**src/rtl/multi_pwm_gen.sv**
```systemverilog
`default_nettype none
// ============================================================================
// Module      : multi_pwm_gen
// Description : NUM_CH independent cycle-programmed PWM channels with shadowed
//               reconfiguration, finite bursts and a global phase-align sync.
// Revision    : 1.0 - initial release
// ============================================================================
module multi_pwm_gen #(
    parameter int  NUM_CH  = 4,
    parameter int  CNT_W   = 32,
    parameter int  BURST_W = 16,
    localparam int CH_W    = (NUM_CH > 1) ? $clog2(NUM_CH) : 1
) (
    input  logic               clk,
    input  logic               rst,
    input  logic               cfg_we,
    input  logic [CH_W-1:0]    cfg_ch,
    input  logic [CNT_W-1:0]   cfg_period,
    input  logic [CNT_W-1:0]   cfg_high,
    input  logic [BURST_W-1:0] cfg_burst,
    input  logic [NUM_CH-1:0]  enable,
    input  logic               sync,
    output logic [NUM_CH-1:0]  out,
    output logic [NUM_CH-1:0]  busy,
    output logic [NUM_CH-1:0]  done
);

    typedef enum logic [0:0] {
        S_IDLE = 1'b0,
        S_RUN  = 1'b1
    } state_t;

    for (genvar c = 0; c < NUM_CH; c++) begin : g_ch
        state_t             r_state;
        logic [CNT_W-1:0]   r_pend_p;
        logic [CNT_W-1:0]   r_pend_h;
        logic [BURST_W-1:0] r_pend_n;
        logic [CNT_W-1:0]   r_act_p;
        logic [CNT_W-1:0]   r_act_h;
        logic [BURST_W-1:0] r_act_n;
        logic [CNT_W-1:0]   r_cnt;
        logic [BURST_W-1:0] r_pulses;
        logic               r_out;
        logic               r_busy;
        logic               r_done;

        logic               w_sel;
        logic               w_start;
        logic               w_wrap;
        logic               w_burst_end;
        logic [CNT_W-1:0]   w_cnt_nxt;
        logic [BURST_W-1:0] w_pulses_nxt;

        assign w_sel        = cfg_we && (cfg_ch == CH_W'(c));
        // sync restarts a running channel; otherwise only an idle one starts
        assign w_start      = enable[c] && (sync || (r_state == S_IDLE));
        assign w_cnt_nxt    = r_cnt + 1'b1;
        assign w_pulses_nxt = r_pulses + 1'b1;
        assign w_wrap       = (r_cnt == (r_act_p - 1'b1));
        assign w_burst_end  = (r_act_n != '0) && (w_pulses_nxt == r_act_n);

        always_ff @(posedge clk) begin
            if (rst) begin
                r_state  <= S_IDLE;
                r_pend_p <= '0;
                r_pend_h <= '0;
                r_pend_n <= '0;
                r_act_p  <= '0;
                r_act_h  <= '0;
                r_act_n  <= '0;
                r_cnt    <= '0;
                r_pulses <= '0;
                r_out    <= 1'b0;
                r_busy   <= 1'b0;
                r_done   <= 1'b0;
            end else begin
                r_done <= 1'b0;

                // Loads below read the pre-write pending values (NBA ordering)
                if (w_sel) begin
                    r_pend_p <= cfg_period;
                    r_pend_h <= cfg_high;
                    r_pend_n <= cfg_burst;
                end

                if (!enable[c]) begin
                    r_state  <= S_IDLE;
                    r_cnt    <= '0;
                    r_pulses <= '0;
                    r_out    <= 1'b0;
                    r_busy   <= 1'b0;
                end else if (w_start) begin
                    r_act_p  <= r_pend_p;
                    r_act_h  <= r_pend_h;
                    r_act_n  <= r_pend_n;
                    r_cnt    <= '0;
                    r_pulses <= '0;
                    if (r_pend_p != '0) begin
                        r_state <= S_RUN;
                        r_busy  <= 1'b1;
                        r_out   <= (r_pend_h != '0);
                    end else begin
                        r_state <= S_IDLE;
                        r_busy  <= 1'b0;
                        r_out   <= 1'b0;
                    end
                end else if (!w_wrap) begin
                    r_cnt <= w_cnt_nxt;
                    r_out <= (w_cnt_nxt < r_act_h);
                end else begin
                    r_pulses <= w_pulses_nxt;
                    r_cnt    <= '0;
                    if (w_burst_end) begin
                        r_state <= S_IDLE;
                        r_out   <= 1'b0;
                        r_busy  <= 1'b0;
                        r_done  <= 1'b1;
                    end else begin
                        r_act_p <= r_pend_p;
                        r_act_h <= r_pend_h;
                        r_act_n <= r_pend_n;
                        if (r_pend_p != '0) begin
                            r_out <= (r_pend_h != '0);
                        end else begin
                            r_state <= S_IDLE;
                            r_out   <= 1'b0;
                            r_busy  <= 1'b0;
                        end
                    end
                end
            end
        end

        assign out[c]  = r_out;
        assign busy[c] = r_busy;
        assign done[c] = r_done;
    end

endmodule
`default_nettype wire

```
**config.mk**
```make
export PLATFORM = sky130hd
export DESIGN_NAME = multi_pwm_gen
export DESIGN_NICKNAME = d
export VERILOG_FILES = /design/src/rtl/multi_pwm_gen.sv
export SDC_FILE = /design/constraint.sdc
export NUM_CORES = 2
export LEC_CHECK = 0
export ABC_AREA = 1
export BUFFER_PORTS_ARGS = -buffer_cell sky130_fd_sc_hd__buf_2
export CORE_MARGIN = 4
export CORE_UTILIZATION = 50
export DETAILED_ROUTE_END_ITERATION = 7
export PLACE_DENSITY = 0.68
export SYNTH_ARGS = -nofsm -noshare
export SYNTH_HDL_FRONTEND = slang
export SYNTH_SLANG_ARGS = --single-unit
export TNS_END_PERCENT = 30
```
**constraint.sdc**
```tcl
create_clock -name clk -period 3.56 [get_ports clk]
set_input_delay 0.356 -clock clk [delete_from_list [all_inputs] [get_ports clk]]
set_output_delay 0.356 -clock clk [all_outputs]
set_load 0.01 [all_outputs]
```
; Yosys cells after proc, flatten, opt, wreduce, memory -nomap -nowiden
; Index checks and enable logic that the tools add are counted.
[word_totals]
wordCells = 224
reg_bits = 844
in_bits = 90
[classes]
muxes = 76
magnitude_cmp = 4
n_bitwise = 12
add_sub_neg = 12
n_reduce_logical = 57
n_eq_ne = 19
[ops]
columns = operator, count
row1 = $mux W32, 24
row2 = $reduce_bool A32 Y1, 8
row3 = $mux W16, 12
row4 = $add A32 B1 Y32 const B, 4
row5 = $eq A32 B32 Y1, 4
row6 = $lt A32 B32 Y1, 4
row7 = $sub A32 B1 Y32 const B, 4
row8 = $add A16 B1 Y16 const B, 4
row9 = $eq A16 B16 Y1, 4
row10 = $reduce_bool A16 Y1, 4
row11 = $mux W1, 40
row12 = $reduce_or A4 Y1, 8
row13 = $logic_and A1 B1 Y1, 12
row14 = $ne A3 B3 Y1 const B, 4
row15 = $not A1 Y1, 12
row16 = $reduce_and A3 Y1, 4
row17 = $reduce_or A3 Y1, 4
row18 = $ne A2 B2 Y1 const B, 4
row19 = $reduce_and A2 Y1, 4
row20 = $reduce_bool A2 Y1, 4
row21 = $reduce_or A2 Y1, 4
row22 = $eq A2 B2 Y1 const B, 2
row23 = $logic_or A1 B1 Y1, 4
row24 = $eq A2 B1 Y1 const B, 1
row25 = $logic_not A2 Y1, 1

; Longest topological paths before layout
[depth]
depth_word = 6
depth_mapped = 25
depth_no_buf = 25

; Least setup slack after synthesis
; Ideal clock, no wire load.
[synth_timing]
path_type = reg-to-reg
start = reg g_ch[1].r_cnt[0]
end = reg g_ch[1].r_out
path_buffers = 0
setup_slack_ns = 0.232
setup_time_ns = 0.109
t_arrival_ns = 3.219
synth_period_minus_slack_ns = 3.328
stages_incl_launch_ff = 26
path_cell_list = dfxtp_1 -> ha_1 -> nand2_1 -> inv_1 -> nand2_1 -> nor2_1 -> nand2_1 -> nor3_1 -> nand4_1 -> nor2_1 -> inv_1 -> nor3_1 -> nand2_1 -> xor2_1 -> inv_1 -> ha_1 -> nand2_1 -> inv_1 -> nand3_1 -> nor3_1 -> nor4b_1 -> nand2_1 -> nand3_1 -> nand3_1 -> nand2_1 -> inv_1
[synth_via]
elab_chain_cells = 4
[synth_lines]
columns = item, line_no
row1 = from (decl), 41  ; logic [CNT_W-1:0] r_cnt;
row2 = from (signal assigned), 108  ; r_cnt <= w_cnt_nxt;
row3 = $add A32 B1 Y32, 57  ; assign w_cnt_nxt = r_cnt + 1'b1;
row4 = net g_ch[1].w_cnt_nxt[30], 51  ; logic [CNT_W-1:0] w_cnt_nxt;
row5 = $lt A32 B32 Y1, 109  ; r_out <= (w_cnt_nxt < r_act_h);
row6 = $mux W1, 107  ; end else if (!w_wrap) begin
row7 = $mux W1, 92  ; end else if (w_start) begin
row8 = to (signal assigned), 101  ; r_out <= (r_pend_h != '0);
row9 = to (signal assigned), 109
row10 = to (signal assigned), 123  ; r_out <= (r_pend_h != '0);
row11 = to (decl), 43  ; logic r_out;
; The timed path passes the listed nets, and every way through them passes these cells.
; A chain may end at the register's enable or synchronous reset.

; Worst setup path in the final report
[layout_timing]
start = reg g_ch[0].r_cnt[1]
end = reg g_ch[0].r_out
[layout_via]
elab_chain_cells = 4
[layout_lines]
columns = item, line_no
row1 = from (decl), 41
row2 = from (signal assigned), 108
row3 = $add A32 B1 Y32, 57
row4 = net g_ch[0].w_cnt_nxt[30], 51
row5 = $lt A32 B32 Y1, 109
row6 = $mux W1, 107
row7 = $mux W1, 92
row8 = to (signal assigned), 101
row9 = to (signal assigned), 109
row10 = to (signal assigned), 123
row11 = to (decl), 43
; The timed path passes the listed nets, and every way through them passes these cells.

==> results.ini <==
[synthesis]
syn_inst = 7325
synth_most_common_cell = nor2_1
synth_top_area_cell = dfxtp_1
synthSimpleGateAreaFrac_pct = 36.2
syn_area_um2 = 46700
yosys_register_bits = 844
synth_edf_count = 0
avgSynthCellArea_um2 = 6.38
yosysWarningCount = 0
ys.flop_type = dfxtp_1
synth_top_family_by_area = simple AND/OR/NAND/NOR gates
async_reset_ff_share_pct = 0
synth_fa_ha_area_share_pct = 3.64
synthTopCellsByCount = 1,645 x nor2_1, 1,408 x nand2_1, 983 x inv_1
synth_top_area_share_pct = 36.2
synth_xor_area_share_pct = 4.32
muxShareOfSynthArea_pct = 0
synthTopCellsByArea = dfxtp_1 36%, nor2_1 13%, nand2_1 11%, inv_1 7.9%, nand3_1 6.2%
syn_nets = 7551
ys_seq_area_share_pct = 36.2
synth_cell_types = 47
synth_compound_area_share_pct = 9.07

[grt]
grt_overflow = 0
grt_pass1_wl_mm = 233
grt_antenna_before_repair = 11
grt_usage_pct = 29.4
grt_max_degree = 97
grt_pass1_vias = 42343

[pwr]
power_density_nw_per_um2 = 459
clockPowerShare_pct = 43.0
leakage_nw = 24.9
p_seq_share_pct = 43.1
irDropWorstVdd_uv = 429
switchingPower_w = 0.00676
combPwrFrac_pct = 13.9
switching_share_pct = 28.2
finalPower_w = 0.0240
p_int_w = 0.0173

[die]
die-area_um2 = 98400
die_width_um = 314
start_util_pct = 50.7
rows = 111
die_h_um = 314
coreArea_um2 = 92200
ios = 102

[job]
maxCapViolations = 0

[timing]
slew_violations = 0
hold_viol = 0
finalCritPeriodShare_pct = 94.4
setup_slack_ns = 0.198
finClkSkew_ns = 0.0314
period_minus_slack_ns = 3.36
fmax_mhz = 297
slew-limit-headroom_pct = 37.0
rsz0062_at_grt = yes
setup_viol_count_final = 0
tightest_slew_ns = 0.945

[cells_and_area]
layout-drive-gt1-share_pct = 6.42
instances_no_fill = 8674
fillers = 9119
final_util_pct = 56.7
nets = 7580
area_delta_synth_final_pct = 12.0
stdcell_area_um2 = 52300

[outcome]
status = completed

[drt]
num_vias = 45888
via_per_inst = 5.29
dr.pass1.iters = 8
drcViolationCount = 0
ant_nets = 0
drt_iter0_markers = 3772
wire_per_inst_um = 17.2
wl_mm = 149

[clocking]
cts_made_buffers = 92
ctsLongestPathBuffers = 3
numClockSinks = 844
clkTransAtPathRegs_ns = 0.07
clockRootBuffer = clkbuf_16
cts_tree = built
clock_latency_ns = 0.67
htreeDepth = 3

[setup_path]
rr_startpoint = g_ch[0].r_cnt[1]$_SDFF_PP0_
r2r_cells = 25
critPathRequiredTime_ns = 4.11
path_max_fanout = 5
setup.worst_path.class = flop to flop
crit_arrival_ns = 3.91
endpoint_kind = flop
cpPeakStageDelay_ns = 0.38
r2r_end = g_ch[0].r_out$_SDFF_PP0_
r2r_setup_slack_ns = 0.20
start_kind = flop
crit_slowest_cell = dfxtp_4

[placement]
placed_area_um2 = 48600
dp_hpwl_mm = 112
place_ws_ns = 0.0612
place_congestion = 0.987
dp_cells = 8487
portBuffers = 101

[worst_hold_path]
min_from = cfg_burst[2]
holdPathEnd = g_ch[1].r_pend_n[2]$_SDFFE_PP0P_
hold_path_class = input pin to flop
holdPathStages = 3

-- worst max path at each step --
| stage | startpoint | end | slack (ns) | depth (start not counted) |
|---|---|---|---|---|
| 5_1_grt | g_ch[0].r_cnt[4]$_SDFF_PP0_ | g_ch[0].r_out$_SDFF_PP0_ | -0.11 | 25 |
| 4_1_cts | g_ch[0].r_cnt[0]$_SDFF_PP0_ | g_ch[0].r_out$_SDFF_PP0_ | 0.01 | 26 |
| 3_3_place_gp | g_ch[0].r_cnt[0]$_SDFF_PP0_ | g_ch[0].r_out$_SDFF_PP0_ | 0.13 | 26 |
| 2_1_floorplan | g_ch[1].r_cnt[0]$_SDFF_PP0_ | g_ch[1].r_out$_SDFF_PP0_ | 0.23 | 25 |
| 6_report | g_ch[0].r_cnt[1]$_SDFF_PP0_ | g_ch[0].r_out$_SDFF_PP0_ | 0.20 | 25 |
| 3_5_place_dp | g_ch[0].r_cnt[0]$_SDFF_PP0_ | g_ch[0].r_out$_SDFF_PP0_ | 0.06 | 26 |
-- cells by family (layout without fill, tap and decap cells) --
kind of cell | after synthesis | count (layout)
fa+ha+maj | 136 | 136
buf+inv | 1272 | 1376
flops | 844 | 844
compound gates | 807 | 807
xor+xnor | 229 | 229
other cells | 0 | 2
simple gates | 4037 | 4037
-- worst max-delay path: cells and delay by family, from the launching register on --
kind                     cells  cell delay (ns)
XOR/XNOR                     1             0.17
buffers and inverters        4             0.26
adder cells (fa/ha/maj)      2             0.41
AND/OR/NAND/NOR             17             1.93
AO/OA/AOI/OAI                1             0.09
flip-flops                   1             0.38
-- repair_timing --
action | CTS | global route
hold buffers | 7 | 0
hold endpoints to repair | 7 | 0
setup endpoints to repair | 0 | 5
setup buffers | 0 | 9
resized for setup | 0 | 81
-- through the flow --
| step | hold WS [ns] | TNS [ns] |
|---|---|---|
| 2_1_floorplan | 0.424 | 0 |
| 3_3_place_gp | 0.433 | 0 |
| 3_5_place_dp | 0.436 | 0 |
| 4_1_cts | 0.00275 | 0 |
| 5_1_grt | 0.0196 | -0.151 |
| 6_report | 0.0369 | 0 |
-- state kept, by name (all words and copies together), names as in the netlist --
name	cells
g_ch.r_act_h	128
g_ch.r_act_p	128
g_ch.r_cnt	128
g_ch.r_pend_h	128
g_ch.r_pend_p	128
g_ch.r_act_n	64
g_ch.r_pend_n	64
g_ch.r_pulses	64
g_ch.r_busy	4
g_ch.r_done	4
g_ch.r_out	4
-- power by group through the flow --
stage          sequential [W]  clock, W  combinational, W
4_1_cts                0.0103    0.0105           0.00329
3_3_place_gp           0.0105         0           0.00322
2_1_floorplan          0.0104         0           0.00237
6_report               0.0104    0.0103           0.00334
5_1_grt                0.0104    0.0109           0.00380
3_5_place_dp           0.0105         0           0.00326
-- layout by cell type (no fill, tap or decap), drive strengths merged, types with 2 or more instances in the layout --
cell	instances
and3	17
o221ai	4
clkbuf	130
nand3	588
o21ai	416
ha	136
nor3	78
o21bai	29
o211ai	4
o21a	4
nand2	1410
a21oi	301
xnor2	54
nor2	1660
diode	2
bufinv	12
and2	4
nor4b	3
xor2	174
inv	995
dfxtp	844
clkinv	17
o31ai	4
nand4	158
a31oi	5
a211oi	7
nor4	74
or2	10
nor3b	5
a21o	4
dlygate4sd3	7
buf	208
o22ai	25
clkinvlp	7
nand3b	29
-- layer usage --
metal  global-route usage (%)  share of wire [%]  vias to the layer above
met5                        0              0.030                        -
met4                     9.65                3.7                        6
met3                     4.34                6.4                      304
met2                     49.2                 46                     1335
met1                     39.1                 44                    20986
li1                         -                  -                    23257
-- area by class of cell --
cell class	instances	area (um2)	area share, %
Multi-Input combinational cell	5209	25200	48.2
Sequential cell	844	16900	32.3
Inverter	992	3730	7.13
Clock buffer	130	2710	5.18
Timing Repair Buffer	215	1630	3.11
Tap cell	1243	1560	2.97
Clock inverter	39	558	1.07
Antenna cell	2	5.00	0.00956
Power figures use the tool's default switching activity.
